[config.mk]
export PLATFORM = sky130hd
export DESIGN_NAME = uparc_intr_ctrl_flat
export DESIGN_NICKNAME = d
export VERILOG_FILES = /design/src/rtl/uparc_intr_ctrl_if.sv /design/src/rtl/uparc_intr_ctrl.sv /design/src/flat_wrapper.sv
export SDC_FILE = /design/constraint.sdc
export NUM_CORES = 1
export LEC_CHECK = 0
export ABC_AREA = 1
export CAP_MARGIN = 20
export CORE_MARGIN = 2
export CORE_UTILIZATION = 42
export CTS_CLUSTER_DIAMETER = 150
export DETAILED_ROUTE_END_ITERATION = 10
export PLACE_DENSITY = 0.91
export SLEW_MARGIN = 30
export SYNTH_ARGS = -nofsm -noshare
export SYNTH_HDL_FRONTEND = slang
export SYNTH_SLANG_ARGS = --single-unit
[constraint.sdc]
create_clock -name clk -period 1.3 [get_ports clk]
set_input_delay 0.26 -clock clk [delete_from_list [all_inputs] [get_ports clk]]
set_output_delay 0.26 -clock clk [all_outputs]
set_load 0.05 [all_outputs]
[src/rtl/uparc_intr_ctrl_if.sv]
// Register slave port of the interrupt controller: address, strobes, data and completion.
// The master drives the access; the controller (slave) returns registered data and a
// one-cycle completion pulse.
interface uparc_intr_ctrl_if;
    logic [1:0]  i_reg_addr;
    logic        i_reg_rd;
    logic        i_reg_wr;
    logic [31:0] i_reg_wdata;
    logic [31:0] o_reg_rdata;
    logic        o_reg_rdy;

    modport master (
        output i_reg_addr,
        output i_reg_rd,
        output i_reg_wr,
        output i_reg_wdata,
        input  o_reg_rdata,
        input  o_reg_rdy
    );

    modport slave (
        input  i_reg_addr,
        input  i_reg_rd,
        input  i_reg_wr,
        input  i_reg_wdata,
        output o_reg_rdata,
        output o_reg_rdy
    );
endinterface

[src/rtl/uparc_intr_ctrl.sv]
// Interrupt controller in front of the COP0 exception/interrupt unit.
// Synchronises NLINES external lines, captures them into PEND, masks them, picks the
// lowest-numbered active line and presents one request at a time on o_intr with an
// ack / EOI handshake. Registers: 0 PEND, 1 MASK, 2 ID/EOI, 3 MODE.
// Optional macro UPARC_INTC_EDGE_EN: builds per-line edge capture, the MODE register
// and PEND write-1-to-clear. Without it every line is level-sensitive.
module uparc_intr_ctrl #(
    parameter int unsigned NLINES      = 8,
    parameter int unsigned SYNC_STAGES = 2
) (
    input  logic              clk,
    input  logic              nrst,
    input  logic [NLINES-1:0] i_irq,
    input  logic              i_intr_ack,
    output logic              o_intr,
    output logic [4:0]        o_intr_id,
    uparc_intr_ctrl_if.slave  reg_bus
);

    localparam logic [1:0] ST_IDLE    = 2'd0;
    localparam logic [1:0] ST_ASSERT  = 2'd1;
    localparam logic [1:0] ST_SERVICE = 2'd2;

    localparam logic [1:0] ADDR_PEND = 2'd0;
    localparam logic [1:0] ADDR_MASK = 2'd1;
    localparam logic [1:0] ADDR_ID   = 2'd2;
    localparam logic [1:0] ADDR_MODE = 2'd3;

    logic [NLINES-1:0] sync_q [SYNC_STAGES];
    logic [NLINES-1:0] sync;
    logic [NLINES-1:0] pend_q;
    logic [NLINES-1:0] pend_d;
    logic [NLINES-1:0] mask_q;
    logic [NLINES-1:0] mode_rd;
    logic [NLINES-1:0] mp;
    logic [31:0]       mp_ext;
    logic [4:0]        sel;
    logic              cur_hit;

    logic [1:0]        state_q;
    logic [1:0]        state_d;
    logic [4:0]        cur_id_q;
    logic [4:0]        cur_id_d;
    logic              intr_q;
    logic              intr_d;

    logic [31:0]       rd_val;
    logic [31:0]       rdata_q;
    logic              rdy_q;

    logic              wr_mask;
    logic              eoi;

    assign wr_mask = reg_bus.i_reg_wr && (reg_bus.i_reg_addr == ADDR_MASK);
    assign eoi     = reg_bus.i_reg_wr && (reg_bus.i_reg_addr == ADDR_ID);

    // Synchroniser chain: stage 0 samples the asynchronous lines.
    always_ff @(posedge clk or negedge nrst) begin
        if (!nrst) begin
            for (int i = 0; i < SYNC_STAGES; i++) begin
                sync_q[i] <= '0;
            end
        end else begin
            sync_q[0] <= i_irq;
            for (int i = 1; i < SYNC_STAGES; i++) begin
                sync_q[i] <= sync_q[i-1];
            end
        end
    end

    assign sync = sync_q[SYNC_STAGES-1];

`ifdef UPARC_INTC_EDGE_EN
    logic [NLINES-1:0] sync_prev_q;
    logic [NLINES-1:0] mode_q;
    logic [NLINES-1:0] w1c;
    logic              wr_mode;

    assign wr_mode = reg_bus.i_reg_wr && (reg_bus.i_reg_addr == ADDR_MODE);
    assign w1c     = (reg_bus.i_reg_wr && (reg_bus.i_reg_addr == ADDR_PEND)) ?
                     reg_bus.i_reg_wdata[NLINES-1:0] : '0;

    // Previous synchronised value and per-line mode select.
    always_ff @(posedge clk or negedge nrst) begin
        if (!nrst) begin
            sync_prev_q <= '0;
            mode_q      <= '0;
        end else begin
            sync_prev_q <= sync;
            if (wr_mode) begin
                mode_q <= reg_bus.i_reg_wdata[NLINES-1:0];
            end
        end
    end

    // Level lines follow sync; edge lines latch a rising edge, which beats a same-cycle W1C.
    always_comb begin
        pend_d = (~mode_q & sync) |
                 (mode_q & ((pend_q & ~w1c) | (sync & ~sync_prev_q)));
    end

    assign mode_rd = mode_q;
`else
    // Every line is level-sensitive: pending simply mirrors the synchronised input.
    always_comb begin
        pend_d = sync;
    end

    assign mode_rd = '0;
`endif

    // Pending and mask registers.
    always_ff @(posedge clk or negedge nrst) begin
        if (!nrst) begin
            pend_q <= '0;
            mask_q <= '0;
        end else begin
            pend_q <= pend_d;
            if (wr_mask) begin
                mask_q <= reg_bus.i_reg_wdata[NLINES-1:0];
            end
        end
    end

    assign mp = pend_q & mask_q;

    // Fixed priority: the lowest set index of the masked pending vector wins.
    always_comb begin
        sel    = 5'd0;
        mp_ext = '0;
        mp_ext[NLINES-1:0] = mp;
        for (int i = int'(NLINES) - 1; i >= 0; i--) begin
            if (mp[i]) begin
                sel = 5'(i);
            end
        end
    end

    assign cur_hit = mp_ext[cur_id_q];

    // Request FSM next state: raise, wait for ack (tracking higher priority), wait for EOI.
    always_comb begin
        state_d  = state_q;
        cur_id_d = cur_id_q;
        intr_d   = intr_q;
        case (state_q)
            ST_IDLE: begin
                if (mp != '0) begin
                    state_d  = ST_ASSERT;
                    cur_id_d = sel;
                    intr_d   = 1'b1;
                end
            end
            ST_ASSERT: begin
                if (i_intr_ack) begin
                    state_d = ST_SERVICE;
                    intr_d  = 1'b0;
                end else if (!cur_hit) begin
                    state_d = ST_IDLE;
                    intr_d  = 1'b0;
                end else begin
                    cur_id_d = sel;
                end
            end
            ST_SERVICE: begin
                intr_d = 1'b0;
                if (eoi) begin
                    state_d = ST_IDLE;
                end
            end
            default: begin
                state_d = ST_IDLE;
                intr_d  = 1'b0;
            end
        endcase
    end

    // Request FSM state registers.
    always_ff @(posedge clk or negedge nrst) begin
        if (!nrst) begin
            state_q  <= ST_IDLE;
            cur_id_q <= 5'd0;
            intr_q   <= 1'b0;
        end else begin
            state_q  <= state_d;
            cur_id_q <= cur_id_d;
            intr_q   <= intr_d;
        end
    end

    assign o_intr    = intr_q;
    assign o_intr_id = (state_q != ST_IDLE) ? cur_id_q : 5'd0;

    // Read mux over the current (pre-write) register contents.
    always_comb begin
        rd_val = '0;
        case (reg_bus.i_reg_addr)
            ADDR_PEND: rd_val[NLINES-1:0] = pend_q;
            ADDR_MASK: rd_val[NLINES-1:0] = mask_q;
            ADDR_ID:   rd_val = {(state_q != ST_IDLE), 26'b0, o_intr_id};
            ADDR_MODE: rd_val[NLINES-1:0] = mode_rd;
            default:   rd_val = '0;
        endcase
    end

    // Registered read data and one-cycle completion pulse for every access.
    always_ff @(posedge clk or negedge nrst) begin
        if (!nrst) begin
            rdata_q <= '0;
            rdy_q   <= 1'b0;
        end else begin
            rdata_q <= reg_bus.i_reg_rd ? rd_val : 32'd0;
            rdy_q   <= reg_bus.i_reg_rd || reg_bus.i_reg_wr;
        end
    end

    assign reg_bus.o_reg_rdata = rdata_q;
    assign reg_bus.o_reg_rdy   = rdy_q;

endmodule

[src/flat_wrapper.sv]
// flat-port wrapper written by rule: the top's interface ports become plain ports
module uparc_intr_ctrl_flat 
#(
    parameter int unsigned NLINES      = 8,
    parameter int unsigned SYNC_STAGES = 2
)
  (clk, nrst, i_irq, i_intr_ack, o_intr, o_intr_id, reg_bus_i_reg_addr, reg_bus_i_reg_rd, reg_bus_i_reg_wr, reg_bus_i_reg_wdata, reg_bus_o_reg_rdata, reg_bus_o_reg_rdy);
  uparc_intr_ctrl_if reg_bus_i ();
  input  logic clk;
  input  logic nrst;
  input  logic [NLINES-1:0] i_irq;
  input  logic i_intr_ack;
  output logic o_intr;
  output logic [4:0] o_intr_id;
  input wire logic [$bits(reg_bus_i.i_reg_addr)-1:0] reg_bus_i_reg_addr;
  input wire logic [$bits(reg_bus_i.i_reg_rd)-1:0] reg_bus_i_reg_rd;
  input wire logic [$bits(reg_bus_i.i_reg_wr)-1:0] reg_bus_i_reg_wr;
  input wire logic [$bits(reg_bus_i.i_reg_wdata)-1:0] reg_bus_i_reg_wdata;
  output wire logic [$bits(reg_bus_i.o_reg_rdata)-1:0] reg_bus_o_reg_rdata;
  output wire logic [$bits(reg_bus_i.o_reg_rdy)-1:0] reg_bus_o_reg_rdy;
  assign reg_bus_i.i_reg_addr = reg_bus_i_reg_addr;
  assign reg_bus_i.i_reg_rd = reg_bus_i_reg_rd;
  assign reg_bus_i.i_reg_wr = reg_bus_i_reg_wr;
  assign reg_bus_i.i_reg_wdata = reg_bus_i_reg_wdata;
  assign reg_bus_o_reg_rdata = reg_bus_i.o_reg_rdata;
  assign reg_bus_o_reg_rdy = reg_bus_i.o_reg_rdy;
  uparc_intr_ctrl #(.NLINES(NLINES), .SYNC_STAGES(SYNC_STAGES)) u_core (.clk(clk), .nrst(nrst), .i_irq(i_irq), .i_intr_ack(i_intr_ack), .o_intr(o_intr), .o_intr_id(o_intr_id), .reg_bus(reg_bus_i));
endmodule
Word level (Yosys, flattened, before mapping)
Cells that the tools add are included.

storage, ports and cells
  latch bits = 0
  bits in writable memories = 0
  input bits = 47
  bits in read-only memories = 0
  memories = 0
  register bits = 73
  logic and storage cells = 59

operators by class
  add/sub/neg operators = 0
  shift operators = 0
  bitwise gates (word level) = 1
  muxes and demuxes = 27
  reduce and logical (&&, ||, !) cells = 11
  divide/modulo/power cells = 0
  multiply operators = 0
  equality and inequality tests = 10
  magnitude comparators = 1

operators with widths
  kind                                                                     count
  32-bit 2-to-1 mux                                                        1
  8-bit one-hot mux with 4 select lines                                    1
  24-bit 2-to-1 mux                                                        1
  3-bit 2-to-1 mux                                                         8
  5-bit 2-to-1 mux                                                         4
  5-bit one-hot mux with 2 select lines                                    1
  8-bit bitwise AND                                                        1
  2-bit 2-to-1 mux                                                         4
  8-bit nonzero test                                                       1
  2-bit equality test, second input constant                               3
  5-bit by 6-bit < comparator with 1-bit output, second input constant     1
  2-bit by 1-bit inequality test with 1-bit output, second input constant  3
  2-bit one-hot mux with 3 select lines                                    1
  1-bit binary-select mux with 5-bit select                                1
  2-bit by 1-bit equality test with 1-bit output, second input constant    2
  2-bit logical NOT                                                        2
  1-bit 2-to-1 mux                                                         4
  4-bit AND reduction                                                      1
  2-bit nonzero test                                                       2
  3-bit inequality test, second input constant                             1
  3-bit AND reduction                                                      1
  1-bit logical AND                                                        2
  2-bit inequality test, second input constant                             1
  1-bit one-hot mux with 2 select lines                                    1
  other kinds (2)                                                          2

Longest topological paths before layout
  depth after elaboration = 12
  mapped depth = 10

Worst setup path after synthesis
No wires, ideal clock.

  path kind = reg-to-reg
  start point = reg u_core.cur_id_q[0]
  end point = reg u_core.rdata_q[0], in the netlist u_core.reg_bus.o_reg_rdata[0]
  setup time = 0.083 ns
  setup slack = -0.186 ns
  stages on the path, launching flop included = 5
  data arrival time = 1.402 ns
  path buffers = 0
  cells stage by stage = dfrtp_1 > inv_2 > nor2_1 > nand2_1 > a31oi_1

between the ends
  cells in the longest elaborated chain, start to end = 3

ends and longest elaborated chain
  what                                   line                    RTL
  start, declared                        uparc_intr_ctrl.sv:42   logic [4:0] cur_id_q;
  start signal, assigned                 uparc_intr_ctrl.sv:186  cur_id_q <= cur_id_d;
  5-bit 2-to-1 mux                       uparc_intr_ctrl.sv:192  assign o_intr_id = (state_q != ST_IDLE) ? cur_id_q : 5'd0;
  named net o_intr_id[0]                 flat_wrapper.sv:14      output logic [4:0] o_intr_id;
  8-bit one-hot mux with 4 select lines  uparc_intr_ctrl.sv:197  case (reg_bus.i_reg_addr)
  32-bit 2-to-1 mux                      uparc_intr_ctrl.sv:212  rdata_q <= reg_bus.i_reg_rd ? rd_val : 32'd0;
  end signal, assigned                   uparc_intr_ctrl.sv:212
  end, declared                          uparc_intr_ctrl.sv:48   logic [31:0] rdata_q;

The timed path passes the listed nets, and every way through them passes these cells.
A chain may end at the register's enable or synchronous reset.

Worst setup path after layout
  start point = reg u_core.state_q[1]
  end point = out o_intr_id[2]

between the ends
  cells in the longest elaborated chain, start to end = 2

ends and longest elaborated chain
  what                    line                    RTL
  start, declared         uparc_intr_ctrl.sv:40   logic [1:0] state_q;
  start signal, assigned  uparc_intr_ctrl.sv:185  state_q <= state_d;
  2-bit nonzero test      uparc_intr_ctrl.sv:192
  5-bit 2-to-1 mux        uparc_intr_ctrl.sv:192
  end, declared           flat_wrapper.sv:14

No other way between the ends.

==> impl_results.md <==
- Worst VDD drop: 0.8436 mV
- Share of cells above drive strength 1: 0.2749
- GRT overflow: 0
- Wire per inst: 11.62 um
- Pin count of the biggest net entering global routing: 34
- Post-synth EDFFs: 0
- Slowest stage delay, CP: 0.41 ns
- Critical path class: reg2out
- Gpl congestion: 0.8892
- Status: complete, but fails checks
- Placed insts: 294
- Top post-synthesis cells by area: dfrtp_1 60%, buf_4 9.4%, nand2_1 9.2%, mux2_2 4.5%, nand3_1 3.3%
- First-pass GRT wire length: 6.348 mm
- Failing checks: negative setup slack
- Final HPWL DP: 2.772 mm
- Most common cell in the synthesized netlist: nand2_1
- Distinct cell type count after synthesis: 23
- Reg2Reg Setup Slack: -0.03 ns
- Power Dens Cells: 1673 nW/um^2
- CTS buffer count: 5
- Initial Util: 0.4277
- Via Count: 1,399
- Final setup viols: 4
- Hold Vio Cnt, Final: 0
- Clock sink count: 48
- Final setup margin: -0.1403 ns
- Vias in the first global route: 1,403
- Synth warn: 0
- First-pass iteration count of the detailed router: 4
- Avg Inst Size Synth: 10.55 um^2
- Post-synth top area share: 0.6026
- CP top delay family: flip-flops
- Area growth syn-to-layout: 37.23%
- Detail Route Antenna Nets: 0
- Die height: 72.89 um
- Worst Setup End Kind: output pin
- HP Class: reg2reg
- Reg clk slew, reported paths: 0.09 ns
- Vias per cell: 4.587
- Worst-case clock buffer depth: 2
- Asr flop ratio synth: 1.000
- Crit start category: flip-flop
- Max Clk Rate: 694.3 MHz
- Ports: 86
- GRT Resource Usage Total: 0.1621
- Max-cap violations: 0
- Sequential fraction of the synthesis area: 0.6026
- Hold Slack: 0.3485 ns
- CORE AREA: 4661 um^2
- Min cycle time layout: 1.440 ns
- Leakage power: 1.303 nW
- Total Wirelength: 3.543 mm
- RSZ-0062 raised after global routing: yes
- # port buffers: 36
- ANT cells: 0
- Post-synth top flop: dfrtp_1
- DR DRC count: 0
- Synthesized flop and latch total: 48
- WP data arrival: 1.18 ns
- CP max stage cell: dfrtp_1
- Post-Synthesis Cells: 189
- Clk_lat worst skew: 0.30 ns
- Die area: 5313 um^2
- H-tree depth: 2
- Fin crit share: 1.108
- Max Slew Vio Count: 0
- Crit-path cells: nor2_4 -> nor2_2 -> buf_6
- Non-Filler Instances: 305
- Row count: 25
- Root buf cell: clkbuf_8
- Final clock skew: 0.007024 ns
- CTS tree: built
- NumNets Final: 297
- Die width: 72.89 um
- Synth area leader: dfrtp_1
- Drt first-iter violations: 86
- CP max FO: 5
- Cell Area, Synth: 1993 um^2
- Initial antenna violation count: 0
- Buffers & Inverters on Critical Path: 1
- Top cells by count, synth: 49 x nand2_1, 48 x dfrtp_1, 25 x buf_4
- Worst Path Required: 1.04 ns
cell families after synthesis:
kind of cell	count (synthesis)	share of synthesized area
AOI/OAI and AO/OA	16	0.04583
buffers and inverters	35	0.1130
DFF	48	0.6026
muxes	8	0.04520
other	1	0.001881
and+or+nand+nor	81	0.1915
where the power goes:
group          internal, mW  leakage (nW)  total [mW]  switching, mW
Sequential             1.69         0.579        1.86          0.175
Combinational         0.753         0.674        1.79           1.04
Clock                 0.396        0.0491       0.918          0.522
flip-flops by register name, indices dropped and copies added (netlist names):
name and count:
u_core.pend_d 8, u_core.state_q 2, u_core.reg_bus.o_reg_rdata 9, u_core.o_intr 1, u_core.sync_q 8, u_core.cur_id_q 3, u_core.reg_bus.o_reg_rdy 1, u_core.pend_q 8
u_core.mask_q 8
metrics by stage:
stage / utilization / power [mW] / setup TNS, ns / area [um^2] / setup slack [ns]
after detailed placement: 0.5538 / 3.549 / -2.496 / 2581 / -0.1709
after global placement: 0.5538 / 3.502 / -2.089 / 2581 / -0.1530
after global routing: 0.5868 / 4.873 / -0.9570 / 2735 / -0.2045
after CTS: 0.5839 / 4.584 / -0.4081 / 2721 / -0.1447
after floorplan: - / 2.911 / -0.5986 / 2086 / -0.1815
final: 0.5868 / 4.576 / -0.4105 / 2735 / -0.1403
per-layer routing:
layer	vias to the layer above	share of wire	track usage	wire [um]
met5	-	0	0	0
li1	681	-	-	-
met3	9	0.055	0.04696	195
met2	52	0.53	0.2798	1884
met1	657	0.39	0.1862	1390
met4	0	0.021	0.07202	73
final timing paths:
path | from | endpoint | cells past startpoint
setup / recovery | u_core.state_q[1]$_DFFE_PN0P_ | o_intr_id[2] | 3
hold / removal | u_core.sync_q[10]$_DFF_PN0_ | u_core.pend_d[2]$_DFF_PN0_ | 0
setup reg to reg | u_core.state_q[1]$_DFFE_PN0P_ | u_core.cur_id_q[0]$_DFFE_PN0P_ | 9
hold reg to reg | u_core.sync_q[10]$_DFF_PN0_ | u_core.pend_d[2]$_DFF_PN0_ | 0
max in group asynchronous | nrst | u_core.pend_d[0]$_DFF_PN0_ | 3
min in group asynchronous | nrst | u_core.reg_bus.o_reg_rdata[4]$_DFF_PN0_ | 2
layout make-up:
| type | count | area [um^2] |
|---|---|---|
| clock buffers | 5 | 68.82 |
| clock inverters | 3 | 26.28 |
| fillers | 381 | 1926 |
| inverters | 10 | 40.04 |
| multi-input cells | 130 | 684.4 |
| flip-flops and latches | 48 | 1204 |
| well taps | 54 | 67.56 |
| repair buffers | 55 | 644.4 |
layout by cell type, fill, tap and decap left out, types with 2 or more instances in the layout:
cell type        count
nand2_1             49
dfrtp_1             46
conb_1              25
clkdlybuf4s50_1     21
buf_4               17
buf_12              14
nand3_1             12
mux2_2               8
a21oi_1              7
nand3_2              6
inv_1                5
clkbuf_8             5
nor2_4               4
nor2_1               4
a31oi_1              3
inv_2                3
nor3_1               2
nand2_4              2
o21ai_1              2
inv_6                2
dfrtp_2              2
timing repair:
action	in CTS	in global routing
hold buffers	1	0
setup endpoints to repair	4	8
resized for setup	7	4
buffers inserted	2	0
hold endpoints to repair	15	0
pin swaps	1	2
Power figures use the tool's default switching activity.
